File: src/rtl/fetch_stage_pkg.sv
// -----------------------------------------------------------------------------
// fetch_stage_pkg
// Shared types for the RV32 instruction-fetch stage: cache request/response
// bundles, branch-unit PC select, decode-side fetch record and the bubble
// instruction substituted for faulted fetches.
// -----------------------------------------------------------------------------
package fetch_stage_pkg;

    localparam int          FQ_DEPTH_DEFAULT = 2;
    localparam logic [31:0] RESET_PC_DEFAULT = 32'h8000_0000;

    // Canonical bubble inserted in place of a faulted fetch.
    localparam logic [31:0] Bubble = 32'h0000_4033;

    typedef enum logic [1:0] {
        PC_4     = 2'd0,
        PC_BRJMP = 2'd1,
        PC_JALR  = 2'd2,
        PC_EXC   = 2'd3
    } PcSel;

    typedef struct packed {
        logic        valid;
        logic [31:0] addr;
    } ICacheReq;

    typedef struct packed {
        logic [31:0] data;
        logic        data_block;
        logic        valid;
    } ICacheResp;

    typedef struct packed {
        logic        valid;
        logic [31:0] inst;
        logic [31:0] pc;
        logic        fault;
    } FetchOut;

    // Instruction fetches are word aligned; low address bits are discarded.
    function automatic logic [31:0] align_pc(input logic [31:0] pc);
        return pc & 32'hFFFF_FFFC;
    endfunction

endpackage

File: src/rtl/fetch_stage_fifo.sv
// -----------------------------------------------------------------------------
// fetch_fifo
// Small synchronous FIFO with flush, used for both the PC-tag queue and the
// fetch queue. Push and pop may happen together at any occupancy, including
// full. Flush empties the queue and takes priority over push/pop.
//   i_push/i_push_data : enqueue one entry
//   i_pop              : dequeue head (ignored when empty)
//   i_flush            : discard all entries
//   o_head             : current head entry (registered storage)
//   o_full/o_empty     : occupancy flags
//   o_count            : number of entries held
// -----------------------------------------------------------------------------
module fetch_fifo #(
    parameter int WIDTH = 32,
    parameter int DEPTH = 2,
    parameter int CW    = $clog2(DEPTH + 1)
) (
    input  logic             clk,
    input  logic             rst_n,
    input  logic             i_push,
    input  logic [WIDTH-1:0] i_push_data,
    input  logic             i_pop,
    input  logic             i_flush,
    output logic [WIDTH-1:0] o_head,
    output logic             o_full,
    output logic             o_empty,
    output logic [CW-1:0]    o_count
);
    localparam int            AW       = (DEPTH > 1) ? $clog2(DEPTH) : 1;
    localparam logic [AW-1:0] LAST_PTR = AW'(DEPTH - 1);
    localparam logic [CW-1:0] FULL_CNT = CW'(DEPTH);

    logic [WIDTH-1:0] r_mem [DEPTH];
    logic [AW-1:0]    r_rd_ptr;
    logic [AW-1:0]    r_wr_ptr;
    logic [CW-1:0]    r_count;

    logic w_do_pop;
    logic w_do_push;

    function automatic logic [AW-1:0] next_ptr(input logic [AW-1:0] ptr);
        return (ptr == LAST_PTR) ? '0 : ptr + 1'b1;
    endfunction

    assign o_full    = (r_count == FULL_CNT);
    assign o_empty   = (r_count == '0);
    assign o_count   = r_count;
    assign o_head    = r_mem[r_rd_ptr];

    assign w_do_pop  = i_pop && !o_empty;
    // A pop in the same cycle frees the slot, so a full queue still accepts.
    assign w_do_push = i_push && (!o_full || w_do_pop);

    always_ff @(posedge clk or negedge rst_n) begin
        if (!rst_n) begin
            r_rd_ptr <= '0;
            r_wr_ptr <= '0;
            r_count  <= '0;
            for (int i = 0; i < DEPTH; i++) begin
                r_mem[i] <= '0;
            end
        end else if (i_flush) begin
            r_rd_ptr <= '0;
            r_wr_ptr <= '0;
            r_count  <= '0;
        end else begin
            if (w_do_push) begin
                r_mem[r_wr_ptr] <= i_push_data;
                r_wr_ptr        <= next_ptr(r_wr_ptr);
            end
            if (w_do_pop) begin
                r_rd_ptr <= next_ptr(r_rd_ptr);
            end
            r_count <= r_count + CW'(w_do_push) - CW'(w_do_pop);
        end
    end

    always_ff @(posedge clk) begin
        if (rst_n && !i_flush) begin
            assert (!(i_push && !w_do_push))
                else $error("fetch_fifo: push into full queue");
            assert (!(i_pop && o_empty))
                else $error("fetch_fifo: pop from empty queue");
        end
    end

endmodule

File: src/rtl/fetch_stage.sv
// -----------------------------------------------------------------------------
// fetch_stage
// Instruction-fetch stage of the RV32 pipeline. Owns the fetch PC, issues
// cache requests under a credit limit, tags in-order cache responses with
// their PCs and queues them for decode. Branch-unit redirects flush both
// queues and mark every still-live request stale so its response is dropped.
//   clk, rst_n            : clock, async active-low reset
//   icache_req            : {valid, addr} request to the instruction cache
//   icache_req_ready      : cache accepts request on valid & ready
//   icache_resp           : {data, data_block, valid} in-order response
//   pc_sel                : redirect select (PC_4 = no redirect)
//   brjmp/jalr/exc_target : redirect targets
//   dec_valid/inst/pc/fault: fetch-queue head presented to decode
//   dec_ready             : decode consumes head on dec_valid & dec_ready
// -----------------------------------------------------------------------------
module fetch_stage
    import fetch_stage_pkg::*;
#(
    parameter logic [31:0] RESET_PC = RESET_PC_DEFAULT,
    parameter int          FQ_DEPTH = FQ_DEPTH_DEFAULT
) (
    input  logic        clk,
    input  logic        rst_n,
    output ICacheReq    icache_req,
    input  logic        icache_req_ready,
    input  ICacheResp   icache_resp,
    input  PcSel        pc_sel,
    input  logic [31:0] brjmp_target,
    input  logic [31:0] jalr_target,
    input  logic [31:0] exc_target,
    output logic        dec_valid,
    output logic [31:0] dec_inst,
    output logic [31:0] dec_pc,
    output logic        dec_fault,
    input  logic        dec_ready
);
    localparam int            CW      = $clog2(FQ_DEPTH + 1);
    localparam logic [CW:0]   CREDITS = (CW + 1)'(FQ_DEPTH);
    localparam int            FQ_W    = 65;

    logic [31:0]   r_fetch_pc;
    logic [CW-1:0] r_outstanding;
    logic [CW-1:0] r_drop;
    logic          r_run;

    logic          w_redirect;
    logic [31:0]   w_target;
    logic          w_pop;
    logic [CW:0]   w_inflight;
    logic          w_req_valid;
    logic          w_accept;
    logic          w_resp;
    logic          w_resp_drop;
    logic          w_resp_keep;
    logic [CW-1:0] w_out_after_resp;

    logic [31:0]   w_tag_pc;
    logic          w_tag_full;
    logic          w_tag_empty;
    logic [CW-1:0] w_tag_count;

    logic [FQ_W-1:0] w_fq_push_data;
    logic [FQ_W-1:0] w_fq_head;
    logic            w_fq_full;
    logic            w_fq_empty;
    logic [CW-1:0]   w_fq_count;

    logic [31:0]   w_resp_inst;
    logic          w_resp_fault;
    FetchOut       w_head;

    assign w_redirect = (pc_sel != PC_4);

    always_comb begin
        w_target = 32'h0;
        unique case (pc_sel)
            PC_BRJMP: w_target = brjmp_target;
            PC_JALR:  w_target = jalr_target;
            PC_EXC:   w_target = exc_target;
            default:  w_target = 32'h0;
        endcase
    end

    assign w_pop = !w_fq_empty && dec_ready;

    // Credits cover queued entries plus every request in flight (stale ones
    // included), so a response can never find the fetch queue full.
    assign w_inflight  = {1'b0, r_outstanding} + {1'b0, w_fq_count}
                       - {{CW{1'b0}}, w_pop};
    assign w_req_valid = r_run && !w_redirect && (w_inflight < CREDITS);
    assign w_accept    = w_req_valid && icache_req_ready;

    // With nothing outstanding a response cannot belong to us (e.g. one that
    // was in flight across a reset), so it is ignored.
    assign w_resp      = icache_resp.valid && (r_outstanding != '0);
    assign w_resp_drop = w_resp && (r_drop != '0);
    assign w_resp_keep = w_resp && (r_drop == '0);

    assign w_out_after_resp = r_outstanding - CW'(w_resp);

    assign w_resp_inst    = icache_resp.data_block ? Bubble : icache_resp.data;
    assign w_resp_fault   = icache_resp.data_block;
    assign w_fq_push_data = {w_resp_inst, w_tag_pc, w_resp_fault};

    always_ff @(posedge clk or negedge rst_n) begin
        if (!rst_n) begin
            r_fetch_pc    <= RESET_PC;
            r_outstanding <= '0;
            r_drop        <= '0;
            r_run         <= 1'b0;
        end else begin
            r_run         <= 1'b1;
            r_outstanding <= w_out_after_resp + CW'(w_accept);
            if (w_redirect) begin
                r_fetch_pc <= align_pc(w_target);
                r_drop     <= w_out_after_resp;
            end else begin
                if (w_accept) begin
                    r_fetch_pc <= r_fetch_pc + 32'd4;
                end
                r_drop <= r_drop - CW'(w_resp_drop);
            end
        end
    end

    fetch_fifo #(
        .WIDTH (32),
        .DEPTH (FQ_DEPTH),
        .CW    (CW)
    ) u_tag_q (
        .clk         (clk),
        .rst_n       (rst_n),
        .i_push      (w_accept),
        .i_push_data (r_fetch_pc),
        .i_pop       (w_resp_keep),
        .i_flush     (w_redirect),
        .o_head      (w_tag_pc),
        .o_full      (w_tag_full),
        .o_empty     (w_tag_empty),
        .o_count     (w_tag_count)
    );

    fetch_fifo #(
        .WIDTH (FQ_W),
        .DEPTH (FQ_DEPTH),
        .CW    (CW)
    ) u_fetch_q (
        .clk         (clk),
        .rst_n       (rst_n),
        .i_push      (w_resp_keep),
        .i_push_data (w_fq_push_data),
        .i_pop       (w_pop),
        .i_flush     (w_redirect),
        .o_head      (w_fq_head),
        .o_full      (w_fq_full),
        .o_empty     (w_fq_empty),
        .o_count     (w_fq_count)
    );

    always_comb begin
        w_head       = '0;
        w_head.valid = !w_fq_empty;
        if (!w_fq_empty) begin
            w_head.inst  = w_fq_head[64:33];
            w_head.pc    = w_fq_head[32:1];
            w_head.fault = w_fq_head[0];
        end
    end

    assign icache_req.valid = w_req_valid;
    assign icache_req.addr  = r_fetch_pc;

    assign dec_valid = w_head.valid;
    assign dec_inst  = w_head.inst;
    assign dec_pc    = w_head.pc;
    assign dec_fault = w_head.fault;

    // Live (non-stale) requests are exactly the entries of the tag queue.
    always_ff @(posedge clk) begin
        if (rst_n) begin
            assert (r_drop <= r_outstanding)
                else $error("fetch_stage: drop exceeds outstanding");
            assert (w_tag_count == (r_outstanding - r_drop))
                else $error("fetch_stage: tag queue out of step with credits");
            assert (!(w_accept && w_tag_full))
                else $error("fetch_stage: tag queue overflow");
            assert (!(w_resp_keep && w_tag_empty))
                else $error("fetch_stage: response without tag");
            assert (!(w_resp_keep && w_fq_full && !w_pop))
                else $error("fetch_stage: fetch queue overflow");
        end
    end

endmodule

File: config.mk
export PLATFORM = sky130hd
export DESIGN_NAME = fetch_stage
export DESIGN_NICKNAME = d
export VERILOG_FILES = /design/src/rtl/fetch_stage_pkg.sv /design/src/rtl/fetch_stage_fifo.sv /design/src/rtl/fetch_stage.sv
export SDC_FILE = /design/constraint.sdc
export NUM_CORES = 1
export LEC_CHECK = 0
export CORE_MARGIN = 2
export CORE_UTILIZATION = 45
export DETAILED_ROUTE_END_ITERATION = 12
export PLACE_DENSITY_LB_ADDON = 0.08
export SETUP_SLACK_MARGIN = 0.2
export SYNTH_ARGS = -nofsm -noshare
export SYNTH_HDL_FRONTEND = slang
export SYNTH_HIERARCHICAL = 1
export SYNTH_SLANG_ARGS = --single-unit
File: constraint.sdc
create_clock -name clk -period 4.74 [get_ports clk]
set_input_delay 0.948 -clock clk [delete_from_list [all_inputs] [get_ports clk]]
set_output_delay 0.948 -clock clk [all_outputs]
set_load 0.03 [all_outputs]
==> results.ini, run 1 <==
[outcome]
status = finished, final reports clean

[route]
routed_wl_mm = 29.99
firstDrtPassIters = 5
wl_per_cell_microns = 19.01
drc = 0
ant_nets = 0
drtIter0Drc = 405
vias = 8203
vias_per_cell = 5.198

[floorplan]
coreArea_sq_mm = 0.02755
dieArea_sq_mm = 0.02914
die_w_microns = 170.7
rows = 61
initial_core_util_pct = 45.38
io_pins = 235
die_h_microns = 170.7

[worst_setup_path]
cp_slowest_cell = clkdlybuf4s50_1
crit_type = in2out
required_ns = 3.79
r2r-start = u_fetch_q/o_count[1]
critPathLaunchType = primary input
end_kind = output port
slowest_delay_ns = 0.45
path_depth = 9
critPathBufInv = 2
cp_top_family = simple AND/OR/NAND/NOR gates
crit_path_max_fanout = 3
reg2reg_to = u_tag_q/r_mem[27]
r2r_cells = 11
worstPathArrival_ns = 3.15
r2r_setup_slack_ns = 1.44
path_cells = clkdlybuf4s50_1 > nor2b_1 > ha_1 > nand2b_1 > fa_1 > xor2_1 > nand3_1 > nor2_1 > buf_12

[job]
max_cap_violations = 0

[clocking]
cts_resized = 0
cts_tree = yes
postCtsHoldBufs = 0
root_buffer = clkbuf_16
cts_setup_buffers = 0
insertion_delay_ns = 0.53
clockBufferDepth = 3
clock-sinks = 237
cts_max_level = 1
cts_buffers = 27
path_clk_slew_ns = 0.06

[logic_synthesis]
syn_area_per_cell_sq_um = 13.09
yosysWarningCount = 6
netlist_area_sq_mm = 0.01250
synthCells = 955

[power_and_ir_drop]
leakage_nw = 7.172
p_total_mw = 6.148
ir_drop_mv = 0.2532
power_density_mw_per_mm2 = 382.1

[place]
pre_cts_slack_ns = 0.5305
port_buffers = 226
place_hpwl_mm = 19.50
place.gp.congestion = 0.7744
dp.cells = 1529

[sta]
post-route-period-util_pct = 86.54
skew_ns = 0.01287
finalCriticalPeriod_ns = 4.102
hold_viol_final = 0
setup_tns_ns = 0
fmax_mhz = 243.8
layout_setup_ws_ns = 0.6380
setup_violations = 0
worst_slew_pin_slew_ns = 0.9801
rsz0062_at_grt = no
slew_headroom_pct = 34.66
maxSlewViolCount = 0

[grt]
antenna_found_initial = 0
grt_pass1_wl_mm = 48.27
overflow = 0
track_usage_pct = 21.10
grt_max_degree = 123
grt_pass1_vias = 8519

[final_layout]
final_cells = 1578
fin_nets = 1327
drive_above_1_share_pct = 34.58
syn_to_final_growth_pct = 28.69
post-route-util_pct = 58.40
num-fill-cells = 2309
antennaDiodeCount = 0

[worst_hold_path]
hp-class = in2async

## worst reg2reg max path: cells and delay by family (launching register included)
family	cells	cell delay (ns)
XOR/XNOR	1	0.24
flip-flops	1	0.46
AND/OR/NAND/NOR	6	1.18
adder cells (fa/ha/maj)	2	0.63
buffers and inverters	1	0.28
multiplexers	1	0.39
## final cells by class
type                       instances  area (sq um)  share of cell area (%)
multi-input combinational        644          6152                   38.23
sequential                       237          5937                   36.90
timing repair buffer             254          2520                   15.66
clock buffer                      37         753.2                   4.681
tap                              378         473.0                   2.939
clock inverter                    12         195.2                   1.213
inverter                          16         60.06                  0.3733
## report_power, final
part / total (mW) / leakage, nW / switching, mW / internal, mW
combinational: 1.35 / 3.52 / 0.558 / 0.794
clock: 2.22 / 0.452 / 0.840 / 1.38
sequential: 2.57 / 3.20 / 0.218 / 2.36
total: 6.15 / 7.17 / 1.62 / 4.53
## flip-flops by register name, indices dropped and copies added (netlist names)
signal              cells
u_tag_q/r_mem          64
u_fetch_q/o_count       2
u_fetch_q/r_wr_ptr      1
u_tag_q/r_wr_ptr        1
r_run                   1
r_fetch_pc             30
u_fetch_q/r_mem       130
u_tag_q/r_rd_ptr        1
u_tag_q/o_count         2
u_fetch_q/r_rd_ptr      1
r_drop                  2
r_outstanding           2
## through the flow
| step | area, sq um | hold WS (ns) |
|---|---|---|
| CTS | 16090 | 0.5030 |
| global route | 16090 | 0.5076 |
| global placement | 15140 | 0.4827 |
| detailed placement | 15140 | 0.4877 |
| finish | 16090 | 0.4842 |
| floorplan | 12520 | 0.4749 |
## worst max-delay path by stage
| stage | start | end |
|---|---|---|
| detailed placement | dec_ready | r_fetch_pc[30] |
| global placement | dec_ready | r_fetch_pc[30] |
| CTS | dec_ready | icache_req[32] |
| floorplan | dec_ready | u_tag_q/r_mem[0] |
| finish | dec_ready | icache_req[32] |
| global route | dec_ready | icache_req[32] |
## layer usage
layer / track usage, % / routed length, microns / part of all wire (%)
met1: 29.91 / 14260 / 48
met2: 33.81 / 13480 / 45
met3: 4.094 / 1784 / 5.9
met4: 4.311 / 466 / 1.6
met5: 0 / 0 / 0
## placed cells by master, fill, tap and decap left out, types with 3 or more instances in the layout
master and count:
o21a_1 3, a2bb2oi_1 8, mux4_2 10, or2_2 5
mux2_4 80, conb_1 7, inv_1 16, a21oi_1 18
mux2_2 230, and4_1 6, and2_1 3, nor2b_1 96
buf_4 25, xnor2_1 13, xor2_1 5, o21ai_0 10
dfrtp_1 234, nand2_1 24, nand3_1 6, clkbuf_1 6
nor2_1 32, a22o_1 9, clkbuf_16 27, clkinvlp_4 4
clkinv_2 3, nand4_1 11, a22oi_1 11, clkbuf_8 4
a31oi_1 5, o22a_1 5, bufinv_16 5, buf_12 4
clkdlybuf4s50_1 223, nor3_1 4, ha_1 10
(Power assumes the default switching activity.)
==> run 2: changes to the inputs <==
--- a/config.mk
+++ b/config.mk
@@ -5,6 +5,7 @@
 export SDC_FILE = /design/constraint.sdc
 export NUM_CORES = 1
 export LEC_CHECK = 0
+export CAP_MARGIN = 20
 export CORE_MARGIN = 2
 export CORE_UTILIZATION = 45
 export DETAILED_ROUTE_END_ITERATION = 12
==> results of run 2 <==
Same layout as run 1: the final DEF is identical, and so are final timing and power.
==> run 3: changes to the inputs <==
--- a/config.mk
+++ b/config.mk
@@ -11,6 +11,7 @@
 export DETAILED_ROUTE_END_ITERATION = 12
 export PLACE_DENSITY_LB_ADDON = 0.08
 export SETUP_SLACK_MARGIN = 0.2
+export SLEW_MARGIN = 25
 export SYNTH_ARGS = -nofsm -noshare
 export SYNTH_HDL_FRONTEND = slang
 export SYNTH_HIERARCHICAL = 1
==> constraint.sdc (replaced) <==
create_clock -name clk -period 4.3 [get_ports clk]
set_input_delay 0.86 -clock clk [delete_from_list [all_inputs] [get_ports clk]]
set_output_delay 0.86 -clock clk [all_outputs]
set_load 0.03 [all_outputs]
==> results.ini, run 3 (synthesized netlist as in run 1, its figures left out) <==
[worst_hold_path]
hp-class = in2async

[worst_setup_path]
required_ns = 3.44
end_kind = output port
crit_type = in2out
critPathLaunchType = primary input
cp_slowest_cell = clkdlybuf4s50_1
worstPathArrival_ns = 3.04
crit_path_max_fanout = 3
cp_top_family = simple AND/OR/NAND/NOR gates
path_cells = clkdlybuf4s50_1 > nor2b_1 > ha_1 > nand2b_1 > fa_1 > xor2_1 > nand3_1 > nor2_1 > buf_12
critPathBufInv = 2
slowest_delay_ns = 0.45

[power_and_ir_drop]
ir_drop_mv = 0.2741
p_total_mw = 6.758
leakage_nw = 7.202
power_density_mw_per_mm2 = 418.5

[clocking]
clock-sinks = 237
cts_max_level = 1
insertion_delay_ns = 0.54
cts_buffers = 29
postCtsHoldBufs = 0
clockBufferDepth = 3
path_clk_slew_ns = 0.06
cts_resized = 0
root_buffer = clkbuf_16
cts_setup_buffers = 0
cts_tree = yes

[sta]
setup_tns_ns = 0
setup_violations = 0
maxSlewViolCount = 0
fmax_mhz = 256.5
skew_ns = 0.01598
worst_slew_pin_slew_ns = 0.9418
rsz0062_at_grt = no
whs_ns = 0.3408
finalCriticalPeriod_ns = 3.898
slew_headroom_pct = 37.22
layout_setup_ws_ns = 0.4018
hold_viol_final = 0
post-route-period-util_pct = 90.66

[place]
place.gp.congestion = 0.8269
dpl_cell_area_sq_mm = 0.01519
place_hpwl_mm = 19.45
port_buffers = 226
pre_cts_slack_ns = 0.2079
dp.cells = 1529

[final_layout]
num-fill-cells = 2307
drive_above_1_share_pct = 34.86
final_cell_mix = dfrtp_1, mux2_2, clkdlybuf4s50_1
post-route-util_pct = 58.61
antennaDiodeCount = 0
syn_to_final_growth_pct = 29.16
fin_nets = 1329
largest_register = u_fetch_q/r_mem
register_area_sq_mm = 0.005937
reg_top3 = u_fetch_q/r_mem x130, u_tag_q/r_mem x64, r_fetch_pc x30
finalInstanceArea_sq_mm = 0.01615
final_cells = 1580
final_common_cell = dfrtp_1
largest_reg_flops = 130
multiInputGateArea_sq_mm = 0.006152

[grt]
track_usage_pct = 20.51
overflow = 0
grt_pass1_wl_mm = 47.27
grt_max_degree = 99
antenna_found_initial = 0
grt_pass1_vias = 8434

[floorplan]
die_h_microns = 170.7
die_w_microns = 170.7
io_pins = 235
coreArea_sq_mm = 0.02755
initial_core_util_pct = 45.38
rows = 61
dieArea_sq_mm = 0.02914

[job]
max_cap_violations = 0

[route]
firstDrtPassIters = 4
vias_per_cell = 5.211
wl_per_cell_microns = 18.72
routed_wl_mm = 29.57
vias = 8233
drc = 0
drtIter0Drc = 352
ant_nets = 0

[outcome]
status = finished, final reports clean

## run 3: worst paths after layout
kind / from / to / slack [ns] / depth (start not counted)
setup / recovery: dec_ready / icache_req[32] / 0.40 / 9
hold / removal: rst_n / u_fetch_q/r_mem[57] / 0.34 / 1
setup reg to reg: u_fetch_q/o_count[1] / r_fetch_pc[29] / 1.00 / 11
hold reg to reg: u_fetch_q/r_mem[73] / u_fetch_q/r_mem[73] / 0.50 / 1
max in group asynchronous: rst_n / u_tag_q/r_mem[10] / 2.96 / 2
min in group clk: u_fetch_q/r_mem[73] / u_fetch_q/r_mem[73] / 0.50 / 1
## run 3: final cells by class
type	instances	area share (%)
Sequential cell	237	36.76
Clock inverter	13	0.9142
Clock buffer	38	5.013
Inverter	16	0.3719
Multi-Input combinational cell	644	38.10
Timing Repair Buffer	254	15.91
Tap cell	378	2.929
## run 3: report_power, final
part | internal (mW) | switching (mW) | total [mW]
logic | 0.879 | 0.610 | 1.49
clock network | 1.49 | 0.938 | 2.43
registers | 2.60 | 0.239 | 2.84
## run 3: routing by layer
layer  vias up  share of wire [%]  global-route usage, %
met2       233                 46                  33.30
met4         0                1.1                  3.493
met3        28                6.7                  4.603
li1       3864                  -                      -
met1      4108                 46                  28.56
met5         -                  0                      0
